==> src/rtl/atx_sequencer.sv <==
// UART transmit sequencer: byte FIFO feeding the transmitter load/busy handshake,
// with an acknowledge watchdog that drops a byte the transmitter never accepts.
module atx_sequencer #(
  parameter int unsigned DEPTH_LOG2  = 2,
  parameter int unsigned ACK_TIMEOUT = 255
) (
  input  logic                  clk,
  input  logic                  reset_n,
  input  logic [7:0]            wr_data,
  input  logic                  wr_en,
  output logic                  full,
  output logic                  empty,
  output logic [DEPTH_LOG2:0]   count,
  output logic [7:0]            atx_data,
  output logic                  atx_load,
  input  logic                  atx_busy,
  output logic                  timeout_err,
  input  logic                  clr_err
);

  localparam int unsigned Depth = 1 << DEPTH_LOG2;
  localparam logic [DEPTH_LOG2:0] DepthCount = (DEPTH_LOG2 + 1)'(Depth);
  localparam logic [15:0] TimerLast = 16'(ACK_TIMEOUT - 1);

  localparam logic [1:0] StIdle  = 2'd0;
  localparam logic [1:0] StLoad  = 2'd1;
  localparam logic [1:0] StDrain = 2'd2;

  logic [1:0]            state_q, state_d;
  logic                  busy_meta_q, busy_s_q;
  logic [DEPTH_LOG2-1:0] wr_ptr_q, rd_ptr_q;
  logic [DEPTH_LOG2:0]   count_q, count_d;
  logic                  full_q, empty_q;
  logic [7:0]            mem [Depth];
  logic [7:0]            data_q;
  logic                  load_q, load_d;
  logic [15:0]           timer_q, timer_d;
  logic                  err_q, err_set;
  logic                  push, pop;

  // Push is judged against the pre-pop occupancy, so a full FIFO drops it.
  assign push = wr_en && (count_q != DepthCount);
  assign pop  = (state_q == StIdle) && !empty_q && !busy_s_q;

  assign full        = full_q;
  assign empty       = empty_q;
  assign count       = count_q;
  assign atx_data    = data_q;
  assign atx_load    = load_q;
  assign timeout_err = err_q;

  // Two-flop synchronizer for the transmitter busy line.
  always_ff @(posedge clk or negedge reset_n) begin
    if (!reset_n) begin
      busy_meta_q <= 1'b0;
      busy_s_q    <= 1'b0;
    end else begin
      busy_meta_q <= atx_busy;
      busy_s_q    <= busy_meta_q;
    end
  end

  // FIFO storage; contents need no reset since occupancy gates every read.
  always_ff @(posedge clk) begin
    if (push) mem[wr_ptr_q] <= wr_data;
  end

  // Occupancy next-state from the push/pop pair.
  always_comb begin
    count_d = count_q;
    case ({push, pop})
      2'b10:   count_d = count_q + (DEPTH_LOG2 + 1)'(1);
      2'b01:   count_d = count_q - (DEPTH_LOG2 + 1)'(1);
      default: count_d = count_q;
    endcase
  end

  // Handshake FSM next-state: load, wait for ack or timeout, then wait for idle.
  always_comb begin
    state_d = state_q;
    load_d  = load_q;
    timer_d = timer_q;
    err_set = 1'b0;
    case (state_q)
      StIdle: begin
        if (pop) begin
          load_d  = 1'b1;
          timer_d = 16'd0;
          state_d = StLoad;
        end
      end
      StLoad: begin
        if (busy_s_q) begin
          load_d  = 1'b0;
          state_d = StDrain;
        end else if (timer_q == TimerLast) begin
          load_d  = 1'b0;
          err_set = 1'b1;
          state_d = StIdle;
        end else begin
          timer_d = timer_q + 16'd1;
        end
      end
      StDrain: begin
        load_d = 1'b0;
        if (!busy_s_q) state_d = StIdle;
      end
      default: begin
        load_d  = 1'b0;
        state_d = StIdle;
      end
    endcase
  end

  // FIFO pointers, flags, FSM, output and error registers.
  always_ff @(posedge clk or negedge reset_n) begin
    if (!reset_n) begin
      state_q  <= StIdle;
      wr_ptr_q <= '0;
      rd_ptr_q <= '0;
      count_q  <= '0;
      full_q   <= 1'b0;
      empty_q  <= 1'b1;
      data_q   <= 8'h00;
      load_q   <= 1'b0;
      timer_q  <= 16'd0;
      err_q    <= 1'b0;
    end else begin
      state_q <= state_d;
      load_q  <= load_d;
      timer_q <= timer_d;
      count_q <= count_d;
      full_q  <= (count_d == DepthCount);
      empty_q <= (count_d == '0);
      if (push) wr_ptr_q <= wr_ptr_q + DEPTH_LOG2'(1);
      if (pop) begin
        rd_ptr_q <= rd_ptr_q + DEPTH_LOG2'(1);
        data_q   <= mem[rd_ptr_q];
      end
      // Set takes priority over clear.
      if (err_set) err_q <= 1'b1;
      else if (clr_err) err_q <= 1'b0;
    end
  end

endmodule
==> config.mk <==
export PLATFORM = sky130hd
export DESIGN_NAME = atx_sequencer
export DESIGN_NICKNAME = d
export VERILOG_FILES = /design/src/rtl/atx_sequencer.sv
export SDC_FILE = /design/constraint.sdc
export NUM_CORES = 1
export LEC_CHECK = 0
export BUFFER_PORTS_ARGS = -buffer_cell sky130_fd_sc_hd__buf_4
export CAP_MARGIN = 20
export CELL_PAD_IN_SITES_DETAIL_PLACEMENT = 0
export CELL_PAD_IN_SITES_GLOBAL_PLACEMENT = 2
export CORE_ASPECT_RATIO = 0.5
export CORE_MARGIN = 5
export CORE_UTILIZATION = 42
export DETAILED_ROUTE_END_ITERATION = 8
export GPL_ROUTABILITY_DRIVEN = 1
export HOLD_SLACK_MARGIN = 0.06
export PLACE_DENSITY = 0.82
export SYNTH_ARGS = -nofsm -noshare
export SYNTH_HDL_FRONTEND = slang
export SYNTH_SLANG_ARGS = --single-unit
==> constraint.sdc <==
create_clock -name clk -period 3.25 [get_ports clk]
set_clock_uncertainty 0.2 [all_clocks]
set_input_delay 0.4875 -clock clk [delete_from_list [all_inputs] [get_ports clk]]
set_output_delay 0.4875 -clock clk [all_outputs]
set_load 0.005 [all_outputs]
==> key figures, run 1 <==
Run status
  – Outcome: complete, no violations

GRT
  – Number of global-route vias before repair: approximately 2,100
  – Initial antenna violation count: 0
  – Congestion Overflow GR: 0
  – GRT Total Usage: 14.2%
  – Global-route wire length before repair: approximately 10,000 µm
  – Largest net degree at the start of global routing: 40

Logic synthesis
  – Post-Syn Area: around 3200 µm²
  – Synth top area cells: edfxtp_1 30%, dfrtp_1 30%, mux4_2 5.7%
  – Post-synthesis mux area share: under 10%
  – Post-Synth Simple-Gate Area: 10.3%
  – Seq/Total Area, Yosys: 61.4%
  – Yosys cell types: 44
  – Top post-synthesis cells by count: 38 x dfrtp_1, 32 x edfxtp_1, 24 x o31ai_1, 9 x inv_1, 9 x mux2_2
  – Avg Inst Size Synth: 14.0 µm²
  – Largest family of logic cells by synthesized area: compound AO/OA/AOI/OAI gates
  – Adder-Cell Fraction of Synth Area: 3.41%
  – FF+latch count, synth: 71
  – Count leader, synth: dfrtp_1
  – Yosys top cell by area: edfxtp_1
  – Post-synth top flop: dfrtp_1
  – Post-synth ARST share: a little over half
  – YS warnings: 0
  – Synth Area in Compound Gates: between 10% and 20%
  – Syn nets: 247
  – Yosys top cell area share: about 30%
  – Xor/xnor cell area share of the yosys netlist: 1.66%
  – Mapped Cells: approximately 230
  – Number of synthesized flops with an enable pin: 32

STA
  – Fmax: 0.377 GHz
  – Final hold violations: 0
  – Final min period: 2.65 ns
  – Slew Limit Fails: 0
  – Slew @ Worst Pin: approximately 0.69 ns
  – WHS: between 0.1 and 0.15 ns
  – Period utilization: approximately four fifths
  – Slew HR: 53.8%
  – Setup TNS: 0 ns
  – Min setup slack post-route: 0.596 ns
  – RSZ-0062 raised after global routing: no
  – Setup Viol. Count Final: 0

Power and ir drop
  – Overall power: slightly below 3 mW
  – Sw frac: 27.7%
  – Pwr dens: 792 nW/µm²
  – Net Switching: 821 µW
  – Seq pwr share: roughly 45%
  – Proportion of power drawn by the clock network: 32.0%
  – VDD IR max: 0.000457 V
  – Lkg Pwr: around 1.5 nW
  – Gate power share: a little under a quarter
  – Internal Power: about 2.1 mW

Critical path
  – Crit-path max FO: 8
  – Critical Path AT: between 2 and 3 ns
  – CP required: 3.31 ns
  – Startpoint Class: flip-flop
  – Setup CP Type: flip-flop to flip-flop
  – CP endpoint kind: flip-flop

Floorplanning
  – Die height: ~71 µm
  – Core area: 7320 µm²
  – Initial Utilization: 43.1%
  – Die X: roughly 130 µm
  – Io pins: 28
  – Row count: 22
  – Full die area: 9460 µm²

Clock tree
  – Setup bufs post-CTS: 0
  – Num CTS Buffers: 9
  – # clock sinks: 71
  – H-tree levels: 3
  – CTS root buffer: clkbuf_16
  – Worst skew pair latency: 0.33 ns
  – Maximum clock path buffer count: 2
  – CTS tree: yes
  – Reg clk slew, reported paths: 0.06 ns

Routing
  – Avg WL per Cell: 17.4 µm
  – Initial drt markers: 153
  – 1st-pass router iterations: 4
  – Via Count: just under 2,000
  – Antenna Nets Post-Route: 0
  – Routed vias/inst: 5.54
  – # DRC: 0
  – Routed wire length: 6190 µm

Worst hold path
  – Hold Crit Class: input pin to flip-flop

Cells and area
  – Nets: 275
  – ANT cells: 0
  – Area growth syn-to-layout: 18.6%
  – Fin util: about half
  – Layout cell share with drive strength beyond 1: 26.6%

Placement
  – Port Buffers: 27
  – GPL Wtd Cong: around 0.77
  – Dpl ws: 0.506 ns
  – Post-detail-place hpwl: 4030 µm

Job
  – Max-cap violations: 0
==> power groups by stage <==
stage	Sequential, mW	Combinational, mW	Clock [mW]
finish	1.32	0.695	0.951
global route	1.35	0.772	1.02
CTS	1.33	0.711	0.974
detailed placement	1.34	0.703	0
global placement	1.33	0.678	0
floorplan	1.26	0.494	0
==> critical path, stage by stage, from the launching register on <==
cell and delay (ns):
dfrtp_1 0.42, nor2_1 0.06, a21boi_1 0.43, inv_1 0.09, ha_1 0.25, fa_1 0.43, mux2_2 0.28, or2_2 0.30
nor2_1 0.12
==> what timing repair did <==
item,4_1_cts,5_1_grt
hold buffers,2,0
endpoints found under the setup margin,0,0
hold endpoints to repair,39,0
resized for setup,0,0
==> registers in the layout (all words and copies together) (netlist names), 2 cells and up <==
register / flops
mem: 32
atx_data: 8
timer_q: 16
wr_ptr_q: 2
rd_ptr_q: 2
state_q: 2
count: 3
==> per-layer routing <==
layer | global-route usage (%) | share of wire, %
met4 | 4.84 | 0.58
met5 | 0 | 0
met2 | 24.3 | 51
met1 | 16.7 | 45
met3 | 5.26 | 4.1
==> layout make-up <==
class / instances / area (µm²)
Clock inverter: 5 / 60.1
Clock buffer: 11 / 233
Tap cell: 96 / 120
Multi-Input combinational cell: 131 / 1110
Timing Repair Buffer: 32 / 245
Fill cell: 626 / 3580
Inverter: 9 / 33.8
Sequential cell: 71 / 1940
==> through the flow <==
step / instances / cell area [µm²]
after floorplan: 226 / 3160
after global placement: 337 / 3430
after detailed placement: 337 / 3430
after CTS: 355 / 3740
after global routing: 355 / 3740
final: 355 / 3740
==> cell families (layout without fill, tap and decap cells) <==
group,Yosys count,after routing
AOI/OAI and AO/OA,48,48
xor gates and xnor gates,6,6
adders and majority gates,8,8
buffers and inverters,24,57
DFF,71,71
muxes,17,17
and+or+nand+nor,52,52
==> worst paths after layout <==
kind                                   from           to  slack [ns]  depth (start not counted)
worst min register to register  busy_meta_q     busy_s_q        0.15                          0
min in group asynchronous           reset_n  atx_data[5]        0.48                          2
worst max-delay path               count[0]        empty        0.60                          8
max in group asynchronous           reset_n        empty        1.99                          2
worst min-delay path                clr_err  timeout_err        0.14                          2
worst max register to register     count[0]        empty        0.60                          8
==> layout by cell type, fill, tap and decap left out, types with 4 or more instances in the layout <==
cell type  instances
dfrtp_1           38
edfxtp_1          32
buf_4             30
o31ai_1           24
inv_1              9
mux2_2             9
clkbuf_16          9
nor2_1             8
mux4_2             8
nand2_1            7
ha_1               7
and2_1             6
nand4_1            5
xnor2_1            4
nand2b_1           4
o21ai_1            4
a41oi_1            4
nand3_1            4
a31oi_1            4
(Power assumes the default switching activity.)
==> run 2: changes to the inputs <==
--- a/config.mk
+++ b/config.mk
@@ -5,13 +5,14 @@
 export SDC_FILE = /design/constraint.sdc
 export NUM_CORES = 1
 export LEC_CHECK = 0
+export ABC_AREA = 1
 export BUFFER_PORTS_ARGS = -buffer_cell sky130_fd_sc_hd__buf_4
 export CAP_MARGIN = 20
 export CELL_PAD_IN_SITES_DETAIL_PLACEMENT = 0
 export CELL_PAD_IN_SITES_GLOBAL_PLACEMENT = 2
 export CORE_ASPECT_RATIO = 0.5
 export CORE_MARGIN = 5
-export CORE_UTILIZATION = 42
+export CORE_UTILIZATION = 38
 export DETAILED_ROUTE_END_ITERATION = 8
 export GPL_ROUTABILITY_DRIVEN = 1
 export HOLD_SLACK_MARGIN = 0.06
==> constraint.sdc (replaced) <==
create_clock -name clk -period 2.5 [get_ports clk]
set_clock_uncertainty 0.2 [all_clocks]
set_input_delay 0.375 -clock clk [delete_from_list [all_inputs] [get_ports clk]]
set_output_delay 0.375 -clock clk [all_outputs]
set_load 0.005 [all_outputs]
==> key figures, run 2 <==
Run status
  – Outcome: complete, no violations

Logic synthesis
  – FF+latch count, synth: 71 (unchanged)
  – Synth top area cells: edfxtp_1 30%, dfrtp_1 30%, nor2_1 8.2%
  – Seq/Total Area, Yosys: 60.4% (-1.0 points)
  – Top post-synthesis cells by count: 70 x nor2_1, 54 x nand2_1, 38 x dfrtp_1, 32 x edfxtp_1, 25 x inv_1
  – Number of synthesized flops with an enable pin: 32 (unchanged)
  – Post-Syn Area: 3210 µm² (+1.7%)
  – Syn nets: 351 (+42%)
  – Yosys top cell by area: edfxtp_1
  – YS warnings: 0 (unchanged)
  – Yosys cell types: 29 (-34%)
  – Yosys top cell area share: 29.9% (-0.51 points)
  – Post-synth top flop: dfrtp_1
  – Avg Inst Size Synth: 9.73 µm² (-30%)
  – Count leader, synth: nor2_1
  – Post-synth ARST share: 54.9% (unchanged)
  – Mapped Cells: 330 (+46%)

Clock tree
  – Worst skew pair latency: 0.33 ns (about the same)
  – Maximum clock path buffer count: 2 (unchanged)
  – CTS root buffer: clkbuf_16
  – Num CTS Buffers: 9 (unchanged)
  – CTS tree: yes
  – H-tree levels: 3 (unchanged)
  – Setup bufs post-CTS: 0 (unchanged)
  – Reg clk slew, reported paths: 0.06 ns (about the same)
  – Post-CTS sizing: 0 (unchanged)
  – # clock sinks: 71 (unchanged)

STA
  – RSZ-0062 raised after global routing: no
  – Slew @ Worst Pin: 0.545 ns (-0.148 ns)
  – Min setup slack post-route: 0.217 ns (-0.379 ns)
  – Fmax: 0.438 GHz (+16%)
  – Slew Limit Fails: 0 (unchanged)
  – Final min period: 2.28 ns (-0.371 ns)
  – Final hold violations: 0 (unchanged)
  – Period utilization: 91.3% (+9.7 points)
  – Setup Viol. Count Final: 0 (unchanged)
  – Setup TNS: 0 ns (unchanged)
  – Slew HR: 63.7% (+9.8 points)

Placement
  – GPL Wtd Cong: 0.781 (+1.9%)
  – Dpl ws: 0.222 ns (-0.284 ns)
  – Placed Cells incl. Taps: 469 (+39%)
  – Post-detail-place hpwl: 4550 µm (+13%)
  – Port Buffers: 27 (unchanged)
  – Post-DP Area: 3560 µm² (+3.8%)

Floorplanning
  – Die height: 75.0 µm (+5.2%)
  – Io pins: 28 (unchanged)
  – Row count: 23 (+4.5%)
  – Full die area: 10,500 µm² (+11%)
  – Initial Utilization: 39.6% (-3.6 points)
  – Die X: 140 µm (+5.6%)
  – Core area: 8120 µm² (+11%)

Critical path
  – Critical Path AT: 2.35 ns (-0.36 ns)
  – Startpoint Class: flip-flop
  – CP endpoint kind: flip-flop
  – Setup CP Type: flip-flop to flip-flop
  – CP required: 2.57 ns (-0.74 ns)
  – Crit-path max FO: 3 (-5)

Routing
  – Routed vias/inst: 4.71 (-15%)
  – Via Count: 2,334 (+19%)
  – 1st-pass router iterations: 6 (+2)
  – Antenna Nets Post-Route: 0 (unchanged)
  – Routed wire length: 6770 µm (+9.5%)
  – # DRC: 0 (unchanged)
  – Initial drt markers: 97 (-37%)
  – Avg WL per Cell: 13.7 µm (-22%)

Cells and area
  – Largest register by flop count: mem
  – Area growth syn-to-layout: 24.1%
  – Layout cell share with drive strength beyond 1: 16.4% (-10 points)
  – Fin util: 49.1% (-2.0 points)
  – Fill cells: 751 (+20%)
  – ANT cells: 0 (unchanged)
  – Number of flip-flops under the largest register name: 32 (unchanged)
  – Most common cell after layout, fill and taps aside: nor2_1
  – Most frequent cells in the layout: 70 x nor2_1, 54 x nand2_1, 38 x dfrtp_1
  – Register area: 1940 µm² (unchanged)
  – Multi-input logic area: 1120 µm² (+0.67%)
  – Non-Filler Instances: 496 (+40%)
  – Final instance area: 3990 µm² (+6.5%)
  – Nets: 400 (+45%)

Power and ir drop
  – Sw frac: 32.5% (+4.8 points)
  – Proportion of power drawn by the clock network: 31.6% (-0.4 points)
  – Gate power share: 28.5% (+5.1 points)
  – Net Switching: 1.39 mW (+69%)
  – Seq pwr share: 39.9% (-4.6 points)
  – Pwr dens: 1070 nW/µm² (+36%)
  – Lkg Pwr: 1.65 nW (+11%)
  – VDD IR max: 0.000482 V (+5.5%)
  – Internal Power: 2.89 mW (+35%)

GRT
  – GRT Total Usage: 14.3% (+0.091 points)
  – Global-route wire length before repair: 11,400 µm (+9.9%)
  – Number of global-route vias before repair: 2,303 (+10%)
  – Congestion Overflow GR: 0 (unchanged)
  – Largest net degree at the start of global routing: 40 (unchanged)
  – Initial antenna violation count: 0 (unchanged)

Worst hold path
  – Hold Crit Class: flip-flop to flip-flop

Job
  – Max-cap violations: 0 (unchanged)
[run 2: timing repair]
| action | 4_1_cts | 5_1_grt |
|---|---|---|
| hold buffers | 11 | 0 |
| setup endpoints to repair | 0 | 0 |
| endpoints found under the hold margin | 72 | 0 |
[run 2: final cells by class]
class / count / share of cell area [%]
sequential: 71 / 48.6
clock inverter: 5 / 2.07
tap: 112 / 3.52
multi-input combinational: 224 / 28.1
inverter: 28 / 2.64
clock buffer: 11 / 5.84
timing repair buffer: 45 / 9.17
[run 2: layer usage]
metal / vias to the layer above / routed length, µm / GRT usage [%]
met5: - / 0 / 0
met4: 0 / 95 / 4.94
met3: 9 / 330 / 5.65
met2: 42 / 3310 / 25.0
met1: 1081 / 3030 / 16.4
li1: 1202 / - / -
[run 2: worst paths after layout]
| path | startpoint | endpoint | slack, ns | depth (start not counted) |
|---|---|---|---|---|
| setup / recovery | empty | full | 0.22 | 10 |
| hold / removal | busy_meta_q | busy_s_q | 0.15 | 0 |
| setup reg to reg | empty | full | 0.22 | 10 |
| hold reg to reg | busy_meta_q | busy_s_q | 0.15 | 0 |
| max in group asynchronous | reset_n | timeout_err | 1.35 | 2 |
| min in group asynchronous | reset_n | atx_data[4] | 0.37 | 2 |
[run 2: critical path, stage by stage (launching register included)]
cell and delay [ns]:
dfstp_2 0.52, nor2_1 0.04, nand2_1 0.11, clkinv_1 0.10
ha_1 0.22, fa_1 0.39, a21oi_1 0.14, o21ai_0 0.12
xor2_1 0.21, inv_1 0.06, nor2_1 0.09
[run 2: power by group through the flow]
| stage | Combinational [mW] | Sequential, mW | Clock, mW |
|---|---|---|---|
| 2_1_floorplan | 0.831 | 1.67 | 0 |
| 3_3_place_gp | 1.20 | 1.72 | 0 |
| 3_5_place_dp | 1.24 | 1.73 | 0 |
| 4_1_cts | 1.25 | 1.71 | 1.39 |
| 5_1_grt | 1.40 | 1.74 | 1.45 |
| 6_report | 1.22 | 1.71 | 1.35 |
[run 2: cell families after synthesis]
logic type      share of synthesized area (%)
simple gates                             21.9
flops                                    60.4
compound gates                           7.52
buf+inv                                  4.72
xor+xnor                                 2.18
fa+ha+maj                                3.35
[run 2: through the flow]
stage / power [mW] / hold slack [ns]
6_report: 4.28 / 0.149
5_1_grt: 4.59 / 0.179
4_1_cts: 4.36 / 0.150
3_5_place_dp: 2.97 / 0.138
3_3_place_gp: 2.92 / 0.149
2_1_floorplan: 2.50 / -0.121
==> run 3: changes to the inputs <==
--- a/config.mk
+++ b/config.mk
@@ -7,12 +7,9 @@
 export LEC_CHECK = 0
 export ABC_AREA = 1
 export BUFFER_PORTS_ARGS = -buffer_cell sky130_fd_sc_hd__buf_4
-export CAP_MARGIN = 20
-export CELL_PAD_IN_SITES_DETAIL_PLACEMENT = 0
-export CELL_PAD_IN_SITES_GLOBAL_PLACEMENT = 2
 export CORE_ASPECT_RATIO = 0.5
 export CORE_MARGIN = 5
-export CORE_UTILIZATION = 38
+export CORE_UTILIZATION = 59
 export DETAILED_ROUTE_END_ITERATION = 8
 export GPL_ROUTABILITY_DRIVEN = 1
 export HOLD_SLACK_MARGIN = 0.06
==> key figures, run 3 (same netlist as run 2, synthesis figures left out) <==
Run status
  – Outcome: complete, no violations

Worst hold path
  – Hold Path Sink: busy_s_q
  – Hold_sp: busy_meta_q
  – Hold path cells: 0 (unchanged)
  – Hold Crit Class: flip-flop to flip-flop

Cells and area
  – Fill cells: 380 (-49%)
  – Most frequent cells in the layout: 70 x nor2_1, 54 x nand2_1, 38 x dfrtp_1
  – Nets: 399 (-0.25%)
  – Fin util: 71.2% (+22 points)
  – Largest register by flop count: mem
  – Most common cell after layout, fill and taps aside: nor2_1
  – Area growth syn-to-layout: 19.1%
  – Layout cell share with drive strength beyond 1: 16.2% (-0.18 points)
  – Non-Filler Instances: 455 (-8.3%)
  – Number of flip-flops under the largest register name: 32 (unchanged)
  – ANT cells: 0 (unchanged)

Placement
  – Port Buffers: 27 (unchanged)
  – GPL Wtd Cong: 0.884 (+13%)
  – Placed Cells incl. Taps: 429 (-8.5%)
  – Post-detail-place hpwl: 4310 µm (-5.2%)

Critical path
  – Startpoint Class: flip-flop
  – Reg-to-Reg End: full
  – FF-to-FF path depth: 9 (-1)
  – Crit-path max FO: 3 (unchanged)
  – Critical Path AT: 2.44 ns (+0.09 ns)
  – Reg-to-reg critical path startpoint: empty
  – CP required: 2.58 ns (about the same)
  – CP endpoint kind: flip-flop
  – Flop-to-flop setup slack: 0.14 ns (-0.08 ns)
  – Setup CP Type: flip-flop to flip-flop

STA
  – Setup TNS: 0 ns (unchanged)
  – Slew @ Worst Pin: 0.630 ns (+0.0847 ns)
  – Final min period: 2.36 ns (+0.0789 ns)
  – Slew HR: 58.0% (-5.6 points)
  – RSZ-0062 raised after global routing: no
  – Period utilization: 94.5% (+3.2 points)
  – Final hold violations: 0 (unchanged)
  – Setup Viol. Count Final: 0 (unchanged)
  – WHS: 0.188 ns (+0.0390 ns)
  – Slew Limit Fails: 0 (unchanged)
  – Fmax: 0.423 GHz (-3.3%)

Routing
  – # DRC: 0 (unchanged)
  – Initial drt markers: 168 (+73%)
  – Routed vias/inst: 5.36 (+14%)
  – Routed wire length: 6390 µm (-5.7%)
  – Avg WL per Cell: 14.0 µm (+2.8%)
  – Antenna Nets Post-Route: 0 (unchanged)
  – 1st-pass router iterations: 4 (-2)
  – Via Count: 2,438 (+4.5%)

Clock tree
  – CTS root buffer: clkbuf_8
  – Num CTS Buffers: 9 (unchanged)
  – H-tree levels: 3 (unchanged)
  – CTS tree: yes
  – Worst skew pair latency: 0.35 ns (+0.02 ns)
  – Maximum clock path buffer count: 2 (unchanged)
  – Reg clk slew, reported paths: 0.07 ns (about the same)
  – # clock sinks: 71 (unchanged)
  – Setup bufs post-CTS: 0 (unchanged)

Power and ir drop
  – VDD IR max: 0.000699 V (+45%)
  – Overall power: 3.91 mW (-8.6%)
  – Pwr dens: 1020 nW/µm² (-4.8%)
  – Lkg Pwr: 1.59 nW (-3.6%)

Floorplanning
  – Core area: 5370 µm² (-34%)
  – Initial Utilization: 59.8% (+20 points)
  – Full die area: 7110 µm² (-32%)
  – Row count: 19 (-17%)
  – Die height: 62.2 µm (-17%)
  – Io pins: 28 (unchanged)
  – Die X: 114 µm (-18%)

Job
  – Max-cap violations: 0 (unchanged)

GRT
  – GRT Total Usage: 19.5% (+5.3 points)
  – Congestion Overflow GR: 0 (unchanged)
  – Largest net degree at the start of global routing: 40 (unchanged)
  – Initial antenna violation count: 0 (unchanged)
  – Number of global-route vias before repair: 2,335 (+1.4%)
  – Global-route wire length before repair: 10,800 µm (-5.5%)
[run 3: changes by cell type in the layout (fill, tap and decap cells not counted), sizes merged]
cell	change
clkbuf	-1
clkinvlp	+2
clkinv	-2
buf	-1
[run 3: per-layer routing]
metal  vias to the layer above  track usage (%)  wire length (µm)
met4                         0             6.96               120
met1                      1180             23.3              2680
met5                         -                0                 0
met2                        53             32.8              3310
met3                        13             6.98               278
li1                       1192                -                 -
[run 3: stage by stage]
step	cell area, µm²	worst slack (ns)
2_1_floorplan	3210	0.0585
3_3_place_gp	3500	0.318
3_5_place_dp	3500	0.160
4_1_cts	3820	0.130
5_1_grt	3820	0.0118
6_report	3820	0.138
[run 3: cell type report]
class	instances	area, µm²	area share [%]
clock inverters	5	83.8	2.19
repair buffers	44	358	9.36
multi-input cells	224	1120	29.3
inverters	28	105	2.75
flip-flops and latches	71	1940	50.7
well taps	73	91.3	2.39
clock buffers	10	128	3.34
[run 3: where the power goes]
part           internal, mW  switching, mW
registers              1.51          0.222
clock network         0.558          0.424
logic                 0.490          0.703
[run 3: how the worst max path moves through the flow]
| stage | slack [ns] | to | from | depth (start not counted) |
|---|---|---|---|---|
| final | 0.14 | full | empty | 9 |
| after global routing | 0.01 | full | empty | 9 |
| after CTS | 0.13 | full | empty | 10 |
| after detailed placement | 0.16 | full | empty | 9 |
| after global placement | 0.32 | empty | empty | 9 |
| after floorplan | 0.06 | empty | empty | 10 |
[run 3: worst max-delay path, cell delays in order, from the launching register on]
cell      delay (ns)
dfstp_2         0.54
nor2_1          0.04
nand2_1         0.11
clkinv_1        0.10
ha_1            0.23
fa_1            0.42
o21ai_0         0.26
xor2_1          0.26
inv_1           0.07
nor2_1          0.08
[run 3: timing repair]
item / 4_1_cts / 5_1_grt
hold buffers: 11 / 0
setup endpoints to repair: 0 / 0
resized for setup: 0 / 0
hold endpoints to repair: 72 / 0
